[config.mk]
export PLATFORM = sky130hd
export DESIGN_NAME = mc_ctrl_fsm
export DESIGN_NICKNAME = d
export VERILOG_FILES = /design/src/rtl/mc_ctrl_pkg.sv /design/src/rtl/mc_wait_timer.sv /design/src/rtl/mc_ctrl_fsm.sv
export SDC_FILE = /design/constraint.sdc
export NUM_CORES = 1
export LEC_CHECK = 0
export CELL_PAD_IN_SITES_DETAIL_PLACEMENT = 1
export CELL_PAD_IN_SITES_GLOBAL_PLACEMENT = 2
export CORE_MARGIN = 2
export CORE_UTILIZATION = 18
export DETAILED_ROUTE_END_ITERATION = 10
export PLACE_DENSITY_LB_ADDON = 0.12
export RECOVER_POWER = 50
export SETUP_SLACK_MARGIN = 0.3
export SLEW_MARGIN = 20
export SYNTH_ARGS = -nofsm -noshare
export SYNTH_HDL_FRONTEND = slang
export SYNTH_HIERARCHICAL = 1
export SYNTH_SLANG_ARGS = --single-unit
[constraint.sdc]
create_clock -name clk -period 6.5 [get_ports clk]
set_input_delay 0.975 -clock clk [delete_from_list [all_inputs] [get_ports clk]]
set_output_delay 0.975 -clock clk [all_outputs]
set_load 0.05 [all_outputs]
[src/rtl/mc_ctrl_pkg.sv]
// mc_ctrl_pkg: shared definitions for the multi-cycle control unit.
//   state_e      - FSM state encodings (also driven out on the debug port)
//   OP_*         - instruction opcodes, instr[31:26]
//   PC_*         - pc_src select codes
package mc_ctrl_pkg;

    typedef enum logic [2:0] {
        ST_IF  = 3'd0,
        ST_ID  = 3'd1,
        ST_EX  = 3'd2,
        ST_MEM = 3'd3,
        ST_WB  = 3'd4
    } state_e;

    localparam logic [5:0] OP_NOP   = 6'b000000;
    localparam logic [5:0] OP_RTYPE = 6'b000001;
    localparam logic [5:0] OP_LW    = 6'b000010;
    localparam logic [5:0] OP_SW    = 6'b000011;
    localparam logic [5:0] OP_BEQ   = 6'b000100;
    localparam logic [5:0] OP_J     = 6'b000101;

    localparam logic [1:0] PC_INC = 2'd0;
    localparam logic [1:0] PC_BR  = 2'd1;
    localparam logic [1:0] PC_JMP = 2'd2;

endpackage

[src/rtl/mc_wait_timer.sv]
// mc_wait_timer: memory wait-state counter with timeout.
//   clk, rst_n - clock, asynchronous active-low reset
//   clear      - return the counter to 0 (priority over count)
//   count      - a request is stalled this cycle; increment
//   timeout    - stalled cycle with the counter at WAIT_MAX-1 (never when WAIT_MAX=0)
module mc_wait_timer #(
    parameter int unsigned WAIT_MAX = 16
) (
    input  logic clk,
    input  logic rst_n,
    input  logic clear,
    input  logic count,
    output logic timeout
);

    localparam int unsigned   CW   = (WAIT_MAX > 2) ? $clog2(WAIT_MAX) : 1;
    localparam logic [CW-1:0] LAST = (WAIT_MAX == 0) ? '0 : CW'(WAIT_MAX - 1);

    logic [CW-1:0] cnt_d, cnt_q;

    always_comb begin
        cnt_d = cnt_q;
        if (clear) begin
            cnt_d = '0;
        end else if (count) begin
            cnt_d = cnt_q + CW'(1);
        end
    end

    always_ff @(posedge clk or negedge rst_n) begin
        if (!rst_n) begin
            cnt_q <= '0;
        end else begin
            cnt_q <= cnt_d;
        end
    end

    assign timeout = (WAIT_MAX != 0) && count && (cnt_q == LAST);

endmodule

[src/rtl/mc_ctrl_fsm.sv]
// mc_ctrl_fsm: multi-cycle control unit (IF/ID/EX/MEM/WB) for a single-ALU datapath.
//   clk, reset          - clock, asynchronous active-low reset (all outputs 0 while low)
//   instr               - IR contents, opcode in [31:26]
//   mem_ready, alu_zero - memory handshake, ALU zero flag
//   ir_we, pc_we, pc_src, alu_en, alu_src_imm, mem_req, mem_we,
//   rf_we, rf_wsel, rf_dst_rt - datapath enables/selects
//   state, illegal, bus_err   - debug state, undefined-opcode and timeout pulses
// Optional build macro MC_PERF_CNT_EN adds cycle_cnt / retire_cnt outputs.
module mc_ctrl_fsm
    import mc_ctrl_pkg::*;
#(
    parameter int unsigned WAIT_MAX = 16,
    parameter int unsigned IW       = 32
) (
    input  logic          clk,
    input  logic          reset,
    input  logic [IW-1:0] instr,
    input  logic          mem_ready,
    input  logic          alu_zero,
    output logic          ir_we,
    output logic          pc_we,
    output logic [1:0]    pc_src,
    output logic          alu_en,
    output logic          alu_src_imm,
    output logic          mem_req,
    output logic          mem_we,
    output logic          rf_we,
    output logic          rf_wsel,
    output logic          rf_dst_rt,
    output logic [2:0]    state,
    output logic          illegal,
    output logic          bus_err
`ifdef MC_PERF_CNT_EN
    ,
    output logic [31:0]   cycle_cnt,
    output logic [31:0]   retire_cnt
`endif
);

    state_e     state_d, state_q;
    // abort_q marks the single idle cycle (shown as IF, no request) after a timeout
    logic       abort_d, abort_q;
    logic       stall, timeout, retire;
    logic [5:0] opcode;

    assign opcode = instr[31:26];

    // Only the opcode is decoded here; the remaining fields feed the datapath.
    logic instr_unused;
    assign instr_unused = ^instr;

    // Kept out of the main decode block so the timer's timeout has no path back into it.
    assign mem_req = reset && !abort_q && (state_q == ST_IF || state_q == ST_MEM);
    assign stall   = mem_req && !mem_ready;

    // Counter is nonzero only during an ongoing stall, which matches clearing on
    // every entry to IF/MEM.
    mc_wait_timer #(
        .WAIT_MAX(WAIT_MAX)
    ) u_wait_timer (
        .clk    (clk),
        .rst_n  (reset),
        .clear  (!stall || timeout),
        .count  (stall),
        .timeout(timeout)
    );

    always_comb begin
        state_d     = state_q;
        abort_d     = 1'b0;
        ir_we       = 1'b0;
        pc_we       = 1'b0;
        pc_src      = PC_INC;
        alu_en      = 1'b0;
        alu_src_imm = 1'b0;
        mem_we      = 1'b0;
        rf_we       = 1'b0;
        rf_wsel     = 1'b0;
        rf_dst_rt   = 1'b0;
        illegal     = 1'b0;
        bus_err     = 1'b0;
        retire      = 1'b0;
        if (reset) begin
            case (state_q)
                ST_IF: begin
                    if (abort_q) begin
                        state_d = ST_IF;
                    end else if (mem_ready) begin
                        ir_we   = 1'b1;
                        pc_we   = 1'b1;
                        pc_src  = PC_INC;
                        state_d = ST_ID;
                    end else if (timeout) begin
                        bus_err = 1'b1;
                        abort_d = 1'b1;
                    end
                end
                ST_ID: begin
                    case (opcode)
                        OP_NOP: begin
                            retire  = 1'b1;
                            state_d = ST_IF;
                        end
                        OP_J: begin
                            pc_we   = 1'b1;
                            pc_src  = PC_JMP;
                            retire  = 1'b1;
                            state_d = ST_IF;
                        end
                        OP_RTYPE, OP_LW, OP_SW, OP_BEQ: state_d = ST_EX;
                        default: begin
                            illegal = 1'b1;
                            state_d = ST_IF;
                        end
                    endcase
                end
                ST_EX: begin
                    alu_en = 1'b1;
                    case (opcode)
                        OP_RTYPE: state_d = ST_WB;
                        OP_LW, OP_SW: begin
                            alu_src_imm = 1'b1;
                            state_d     = ST_MEM;
                        end
                        OP_BEQ: begin
                            if (alu_zero) begin
                                pc_we  = 1'b1;
                                pc_src = PC_BR;
                            end
                            retire  = 1'b1;
                            state_d = ST_IF;
                        end
                        default: state_d = ST_IF;
                    endcase
                end
                ST_MEM: begin
                    mem_we = (opcode == OP_SW);
                    if (mem_ready) begin
                        if (opcode == OP_SW) begin
                            retire  = 1'b1;
                            state_d = ST_IF;
                        end else begin
                            state_d = ST_WB;
                        end
                    end else if (timeout) begin
                        bus_err = 1'b1;
                        abort_d = 1'b1;
                        state_d = ST_IF;
                    end
                end
                ST_WB: begin
                    rf_we     = 1'b1;
                    rf_wsel   = (opcode == OP_LW);
                    rf_dst_rt = (opcode == OP_LW);
                    retire    = 1'b1;
                    state_d   = ST_IF;
                end
                default: state_d = ST_IF;
            endcase
        end
    end

    always_ff @(posedge clk or negedge reset) begin
        if (!reset) begin
            state_q <= ST_IF;
            abort_q <= 1'b0;
        end else begin
            state_q <= state_d;
            abort_q <= abort_d;
        end
    end

    assign state = state_q;

`ifdef MC_PERF_CNT_EN
    logic [31:0] cycle_cnt_d, cycle_cnt_q;
    logic [31:0] retire_cnt_d, retire_cnt_q;

    always_comb begin
        cycle_cnt_d  = cycle_cnt_q + 32'd1;
        retire_cnt_d = retire_cnt_q + {31'd0, retire};
    end

    always_ff @(posedge clk or negedge reset) begin
        if (!reset) begin
            cycle_cnt_q  <= '0;
            retire_cnt_q <= '0;
        end else begin
            cycle_cnt_q  <= cycle_cnt_d;
            retire_cnt_q <= retire_cnt_d;
        end
    end

    assign cycle_cnt  = cycle_cnt_q;
    assign retire_cnt = retire_cnt_q;
`else
    logic retire_unused;
    assign retire_unused = retire;
`endif

endmodule

Yosys cells after proc, flatten, opt, wreduce, memory -nomap -nowiden

Cells that the tools add are included.

Word-level logic and storage cells: 75
Flip-flop bits (word level): 8
Output and inout port bits: 16

Mux-type cells: 43
Equal/unequal tests: 12
Add/sub/neg operators: 1
Reductions and logical operators: 16

Operators by type and width:

| cell                | count |
|---|---|
| $mux 1              | 28 |
| $mux 3              | 5 |
| $eq 6x2->1 const B  | 2 |
| $eq 6x3->1 const B  | 2 |
| $pmux 3 s4          | 1 |
| $mux 4              | 2 |
| $eq 3x2->1 const B  | 2 |
| $eq 6x1->1 const B  | 1 |
| $logic_not 6->1     | 1 |
| $mux 2              | 3 |
| $ne 3x3->1 const B  | 2 |
| $pmux 3 s2          | 1 |
| $reduce_or 6->1     | 1 |
| $add 4x1->4 const B | 1 |
| $eq 4x4->1 const B  | 1 |
| $logic_and 1x1->1   | 4 |
| $pmux 2 s2          | 1 |
| $reduce_or 4->1     | 1 |
| $eq 3x1->1 const B  | 1 |
| $eq 3x3->1 const B  | 1 |
| $logic_not 1->1     | 3 |
| $logic_not 3->1     | 1 |
| $pmux 1 s3          | 1 |
| $reduce_and 3->1    | 1 |
| other kinds (4)     | 5 |

Logic depth before layout (Yosys ltp)

Gate-level depths: netlist of run 1.

Depth after elaboration: 10
Mapped depth: 9
Mapped depth without buffers: 8

Modules after synthesis

Netlist of run 1, hierarchy kept.

Modules (own cells, without submodules):

| module        | times used | area each (um2) | cells each |
|---|---|---|---|
| mc_ctrl_fsm   | 1          | 466.7           | 60 |
| mc_wait_timer | 1          | 227.7           | 18 |

Worst setup path after synthesis of run 1

No wires, ideal clock.

Kind: input port to output port
Start: input port reset
End: output port rf_wsel
Data arrival time: 3813 ps
Slack: 1712 ps
Stages on the path: 4
Path buffers: 1
Cells stage by stage: nand2_1 nor3_1 nor3b_1 buf_4

Longest elaborated chain between the ends: 1

Ends and longest elaborated chain:

| element            | RTL line          | RTL |
|---|---|---|
| start: declaration | mc_ctrl_fsm.sv:16 | `input logic reset,` |
| $mux 1             | --                |  |
| end: declaration   | mc_ctrl_fsm.sv:28 | `output logic rf_wsel,` |

Every way passes these cells.

Worst setup path after layout of run 1

Start: input port reset
End: output port bus_err

Longest elaborated chain between the ends: 9

Ends and longest elaborated chain:

| element                          | RTL line                              | RTL |
|---|---|---|
| $logic_and 1x1->1 * (2 in a row) | mc_ctrl_fsm.sv:53                     | `assign mem_req = reset && !abort_q && (state_q == ST_IF \|\| state_q == ST_MEM);` |
| $logic_and 1x1->1 *              | mc_ctrl_fsm.sv:54                     | `assign stall = mem_req && !mem_ready;` |
| via stall                        | mc_ctrl_fsm.sv:43                     | `logic stall, timeout, retire;` |
| $logic_and 1x1->1 *              | mc_wait_timer.sv:38                   | `assign timeout = (WAIT_MAX != 0) && count && (cnt_q == LAST);` |
| via timeout                      | mc_ctrl_fsm.sv:43                     |  |
| $mux 1 *                         | mc_ctrl_fsm.sv:93, mc_ctrl_fsm.sv:145 |  |
| $mux 1 *                         | mc_ctrl_fsm.sv:88                     | `end else if (mem_ready) begin` |
| $mux 1                           | mc_ctrl_fsm.sv:86                     | `if (abort_q) begin` |
| $pmux 1 s2 *                     | mc_ctrl_fsm.sv:84                     | `case (state_q)` |
| $mux 1 *                         | mc_ctrl_fsm.sv:83                     | `if (reset) begin` |
| end: declaration                 | mc_ctrl_fsm.sv:32                     | `output logic bus_err` |

Mark *: on every way through the listed nets, which the timed path passes. The rest lies on a longest branch.

==> flow_summary.ini, run 1 <==
[status]
outcome = finished clean

[clock_network]
cts_sinks = 8
cts-buffers-inserted = 3
cts.repair.resized = 0
cts_hold_buf = 0
tritoncts = yes
clk_latency_ns = 0.22
cts_buffer_depth = 2
ctsHtreeMaxLevel = 1
cts_root_buf = clkbuf_8
postCtsSetupBuffers = 0
path_clk_slew_ns = 0.04

[floorplanning]
die_h_um = 66.1
dieArea_um2 = 4370
core_um2 = 3690
dieWidth_um = 66.1
ios = 52
num_rows = 22
initial_core_util_pct = 18.8

[synthesis]
synth_area_um2 = 694
synth.distinct_cells = 45
synth_xor_xnor_area_share_pct = 2.52
synth_top_family_by_area = simple AND/OR/NAND/NOR gates
yosys.area_share.simple_pct = 39.6
synth_mux_area_share_pct = 3.60
synth_nets = 115
synthAdderAreaFrac_pct = 1.80
synth-compound-area-share_pct = 17.3
ys_seq_area_share_pct = 28.8
yosysWarnings = 6
syn-mean-instance-area_um2 = 8.90
postSynthCellCount = 78
ys_ff_latch = 8

[timing]
tightest_slew_ns = 0.714
final.min_clock_period_ns = 5.41
rsz0062_at_grt = false
finClkSkew_ns = 0.000655
setup_violations = 0
final-max-slew-violation-count = 0
relSlewSlack_pct = 52.4
final_hold_viol_count = 0
period_share_pct = 83.2
setup_tns_ns = 0
fmax_mhz = 185

[worst_setup_path]
crit_family = buffers and inverters
max_stage_delay_ns = 0.89
cp_max_fo = 14
r2r_cells = 8
endpoint = bus_err
r2r-start = state[0]
cp_data_required_time_ns = 5.52
crit_type = input port to primary output
endpoint_kind = primary output
cp.arrival_ns = 4.43
cp_num_buf_inv = 4
startpoint = reset
start_kind = input port
crit_slowest_cell = clkdlybuf4s50_1
r2r-end = state[2]
reg2reg_slack_ns = 3.97
path_depth = 8
cp_cell_sequence = dlygate4sd3_1, clkbuf_1, nand2_1, nor4_1, buf_4, and4_1, nor4b_1, clkdlybuf4s50_1

[pwr]
peakVddDrop_v = 0.000122
p_per_area_nw_per_um2 = 240
leakagePower_nw = 0.391

[layout]
fin_util_pct = 27.6
syn2layout_area_growth_pct = 46.5
antenna_cells = 0
fill_cells = 450
drive_above_1_share_pct = 11.8
layout.nets = 141

[grt]
grt_util_all_layers_pct = 10.4
grt_pass1_vias = 702
grt_max_degree = 16
antenna_found_initial = 0
grt_pass1_wl_mm = 3.53
grt-ovfl-total = 0

[detailed_routing]
drtIter0Drc = 18
ant_nets = 0
drc = 0
wire_per_inst_um = 13.5
num_vias = 673
finalWirelength_mm = 2.03
first_pass_iters = 4
routed_via_density = 4.49

[placement]
place.gp.congestion = 0.743
hpwl_mm = 1.56
portBuffers = 25

[flow_run]
cap_violations = 0

[worst_hold_path]
hold_path_class = flop to flop
placed cells by master (no fill, tap or decap), types with 2 or more instances in the layout:
cell | synthesis | final
clkdlybuf4s50_1 | 0 | 21
nor2_1 | 10 | 10
dfrtp_1 | 8 | 8
nand2_1 | 7 | 7
nor3_1 | 5 | 5
dlygate4sd3_1 | 0 | 4
clkbuf_8 | 0 | 3
nand3b_1 | 2 | 2
nor4_1 | 2 | 2
a21oi_1 | 2 | 2
nor2b_1 | 2 | 2
a31oi_1 | 2 | 2
final cells by class:
class | count | area (um^2) | share of cell area [%]
multi-input combinational | 62 | 447 | 43.9
timing repair buffer | 27 | 262 | 25.7
sequential | 8 | 200 | 19.7
clock buffer | 3 | 41.3 | 4.06
inverter | 2 | 7.51 | 0.738
tap | 48 | 60.1 | 5.90
per-stage QoR:
stage	hold slack, ns	std cells	setup WS (ns)	total power [mW]	area [um^2]
after global placement	0.591	147	1.64	0.190	983
after floorplan	0.570	78	1.71	0.150	694
after detailed placement	0.607	147	1.61	0.190	983
after global routing	0.654	150	0.780	0.264	1020
after CTS	0.616	150	1.60	0.251	1020
final	0.610	150	1.09	0.244	1020
cells in the mapped netlist:
master / count / area share [%]
a21bo_1: 1 / 1.4
a21oi_1: 2 / 1.4
a2bb2oi_1: 1 / 1.3
a311o_1: 1 / 1.4
a31oi_1: 2 / 1.8
a32oi_1: 1 / 1.3
and2_1: 1 / 0.90
and3b_2: 1 / 1.4
and4_1: 1 / 1.3
and4b_1: 1 / 1.4
buf_2: 2 / 1.4
buf_4: 1 / 1.1
buf_6: 1 / 1.6
clkbuf_1: 2 / 1.1
dfrtp_1: 8 / 29
ha_1: 1 / 1.8
inv_1: 1 / 0.54
inv_2: 1 / 0.54
mux2_4: 1 / 2.2
mux2i_1: 1 / 1.4
nand2_1: 7 / 3.8
nand3_1: 1 / 0.72
nand3b_1: 2 / 2.2
nand4_4: 1 / 3.1
nor2_1: 10 / 5.4
nor2b_1: 2 / 1.8
nor3_1: 5 / 3.6
nor3b_1: 1 / 1.1
nor3b_2: 1 / 1.8
nor4_1: 2 / 1.8
nor4_4: 1 / 3.1
nor4b_1: 1 / 1.3
o21a_1: 1 / 1.1
o21ai_1: 1 / 0.72
o21bai_1: 1 / 1.1
o22a_1: 1 / 1.3
o22ai_1: 1 / 0.90
o41ai_1: 1 / 1.3
o41ai_2: 1 / 2.3
or2_2: 1 / 0.90
or3_4: 1 / 1.6
or4_1: 1 / 1.1
or4b_1: 1 / 1.4
xnor2_1: 1 / 1.3
xor2_1: 1 / 1.3
registers in the layout (all words and copies together), names as in the netlist:
name,flops
u_wait_timer/cnt_q,4
state,3
abort_q,1
worst min path at each step:
stage	cells after the start	end	from	slack, ns
floorplan	2	u_wait_timer/cnt_q[1]	u_wait_timer/cnt_q[1]	0.57
finish	2	u_wait_timer/cnt_q[1]	u_wait_timer/cnt_q[1]	0.61
CTS	2	u_wait_timer/cnt_q[1]	u_wait_timer/cnt_q[1]	0.62
global placement	2	u_wait_timer/cnt_q[1]	u_wait_timer/cnt_q[1]	0.59
global route	2	u_wait_timer/cnt_q[1]	u_wait_timer/cnt_q[1]	0.65
detailed placement	2	u_wait_timer/cnt_q[1]	u_wait_timer/cnt_q[1]	0.61
per-layer routing:
metal	wire [um]	part of all wire, %	track usage, %
met5	0	0	0
met3	68	3.4	2.56
met2	949	47	16.5
met4	0	0	2.30
met1	1010	50	14.3
tightest hold or removal path: stages, from the launching register on:
cell     delay (ns)
dfrtp_1        0.40
mux2i_1        0.09
nor2_1         0.08
power breakdown:
part / switching [mW] / total, mW / internal [mW]
Combinational: 0.0737 / 0.116 / 0.0422
Clock: 0.0182 / 0.0582 / 0.0400
Sequential: 0.0159 / 0.0697 / 0.0538
Total: 0.108 / 0.244 / 0.136
cell families after synthesis:
group,after synthesis
DFF,8
buffers and inverters,8
AOI/OAI and AO/OA,15
muxes,2
xor gates and xnor gates,2
and+or+nand+nor,42
adders and majority gates,1
(Power assumes the default switching activity.)
==> inputs of run 2 (changes only) <==
--- a/config.mk
+++ b/config.mk
@@ -8,7 +8,7 @@
 export CELL_PAD_IN_SITES_DETAIL_PLACEMENT = 1
 export CELL_PAD_IN_SITES_GLOBAL_PLACEMENT = 2
 export CORE_MARGIN = 2
-export CORE_UTILIZATION = 18
+export CORE_UTILIZATION = 17
 export DETAILED_ROUTE_END_ITERATION = 10
 export PLACE_DENSITY_LB_ADDON = 0.12
 export RECOVER_POWER = 50
==> constraint.sdc (replaced) <==
create_clock -name clk -period 5.5 [get_ports clk]
set_input_delay 0.825 -clock clk [delete_from_list [all_inputs] [get_ports clk]]
set_output_delay 0.825 -clock clk [all_outputs]
set_load 0.05 [all_outputs]
==> run 2 against run 1 <==
- global-route usage grew 0.25 points
- non-clock buffer count unchanged
- wire length up 4.7%
- clock-buffer cell count is the same
- power is 20% higher
- clock power is 24% higher
- highest routed layer unchanged
==> flow_summary.ini, run 2 (same netlist as run 1, synthesis figures left out) <==
[status]
outcome = finished clean

[layout]
layout.nets = 141
fill_cells = 485
largest-register = u_wait_timer/cnt_q
largest_reg_flops = 4
syn2layout_area_growth_pct = 46.5
final_common_cell = clkdlybuf4s50_1
layout_common_cells = 20 x clkdlybuf4s50_1, 10 x nor2_1, 8 x dfrtp_1, 7 x nand2_1, 5 x nor3_1
antenna_cells = 0
drive_above_1_share_pct = 12.7

[detailed_routing]
wire_per_inst_um = 14.0
drc = 0
ant_nets = 0
first_pass_iters = 4
routed_via_density = 4.62
finalWirelength_mm = 2.12
num_vias = 702
drtIter0Drc = 18

[clock_network]
cts-buffers-inserted = 3
tritoncts = yes
cts.repair.resized = 0
postCtsSetupBuffers = 0
cts_root_buf = clkbuf_8
path_clk_slew_ns = 0.04
ctsHtreeMaxLevel = 1
cts_hold_buf = 0
cts_sinks = 8
cts_buffer_depth = 2
clk_latency_ns = 0.23

[placement]
portBuffers = 25
place.gp.congestion = 0.693
hpwl_mm = 1.67

[timing]
setup_violations = 0
period_share_pct = 81.8
final-max-slew-violation-count = 0
setup_tns_ns = 0
rsz0062_at_grt = false
finClkSkew_ns = 0.00433
tightest_slew_ns = 0.505
whs_ns = 0.629
final.min_clock_period_ns = 4.50
final_hold_viol_count = 0
fmax_mhz = 222
relSlewSlack_pct = 65.8

[worst_hold_path]
hold_path_class = flop to flop

[flow_run]
cap_violations = 0

[grt]
grt_max_degree = 16
grt-ovfl-total = 0
grt_util_all_layers_pct = 10.7
antenna_found_initial = 0
grt_pass1_vias = 763
grt_pass1_wl_mm = 3.69

[worst_setup_path]
reg2reg_slack_ns = 2.96
crit_type = input port to primary output
endpoint_kind = primary output
cp.arrival_ns = 3.67
cp_data_required_time_ns = 4.68
cp_max_fo = 9
start_kind = input port

[floorplanning]
num_rows = 23
die_h_um = 67.9
initial_core_util_pct = 17.5
dieArea_um2 = 4610
ios = 52
dieWidth_um = 67.9
core_um2 = 3970

[pwr]
leakagePower_nw = 0.393
p_per_area_nw_per_um2 = 287
peakVddDrop_v = 0.000161
run 2: changes by cell type in the layout (fill, tap and decap cells not counted), sizes merged:
cell and delta:
clkdlybuf4s50 -1, buf +1
run 2: path summary, 6_finish.rpt:
| path | from | to | cells after the start |
|---|---|---|---|
| setup / recovery | reset | bus_err | 8 |
| min in group asynchronous | reset | u_wait_timer/cnt_q[2] | 1 |
| hold reg to reg | u_wait_timer/cnt_q[1] | u_wait_timer/cnt_q[1] | 2 |
| setup reg to reg | state[0] | state[0] | 8 |
| hold / removal | u_wait_timer/cnt_q[1] | u_wait_timer/cnt_q[1] | 2 |
| max in group asynchronous | reset | state[0] | 2 |
run 2: through the flow:
stage / utilization [%] / power [mW] / std cells / worst slack [ns] / area, um^2
detailed placement: 24.8 / 0.224 / 149 / 1.24 / 983
global placement: 24.8 / 0.225 / 149 / 1.27 / 983
floorplan: - / 0.178 / 78 / 0.987 / 694
finish: 25.6 / 0.292 / 152 / 1.00 / 1020
CTS: 25.8 / 0.300 / 152 / 1.26 / 1020
global route: 25.6 / 0.316 / 152 / 0.689 / 1020
run 2: power breakdown:
group | leakage, nW | switching, mW | internal [mW] | total, mW
clock network | 0.0216 | 0.0248 | 0.0476 | 0.0724
logic | 0.262 | 0.0870 | 0.0499 | 0.137
registers | 0.110 | 0.0190 | 0.0635 | 0.0825
total | 0.393 | 0.131 | 0.161 | 0.292
run 2: critical path, cell delays in order:
cell and delay, ns:
dlygate4sd3_1 0.71, clkbuf_1 0.37, nand2_1 0.25, nor4_1 0.29
buf_4 0.21, and4_1 0.27, nor4b_1 0.46, buf_4 0.29
run 2: routing by layer:
metal,up-vias,global-route usage [%],share of wire (%)
met4,0,1.50,0
met1,341,14.4,48
met2,16,16.5,46
met5,-,0,0
met3,0,4.28,6.2
li1,345,-,-
run 2: area by class of cell:
| cell class | instances | area, um^2 | area share [%] |
|---|---|---|---|
| Inverter | 2 | 7.51 | 0.738 |
| Multi-Input combinational cell | 62 | 447 | 43.9 |
| Tap cell | 50 | 62.6 | 6.15 |
| Timing Repair Buffer | 27 | 259 | 25.5 |
| Sequential cell | 8 | 200 | 19.7 |
| Clock buffer | 3 | 41.3 | 4.06 |
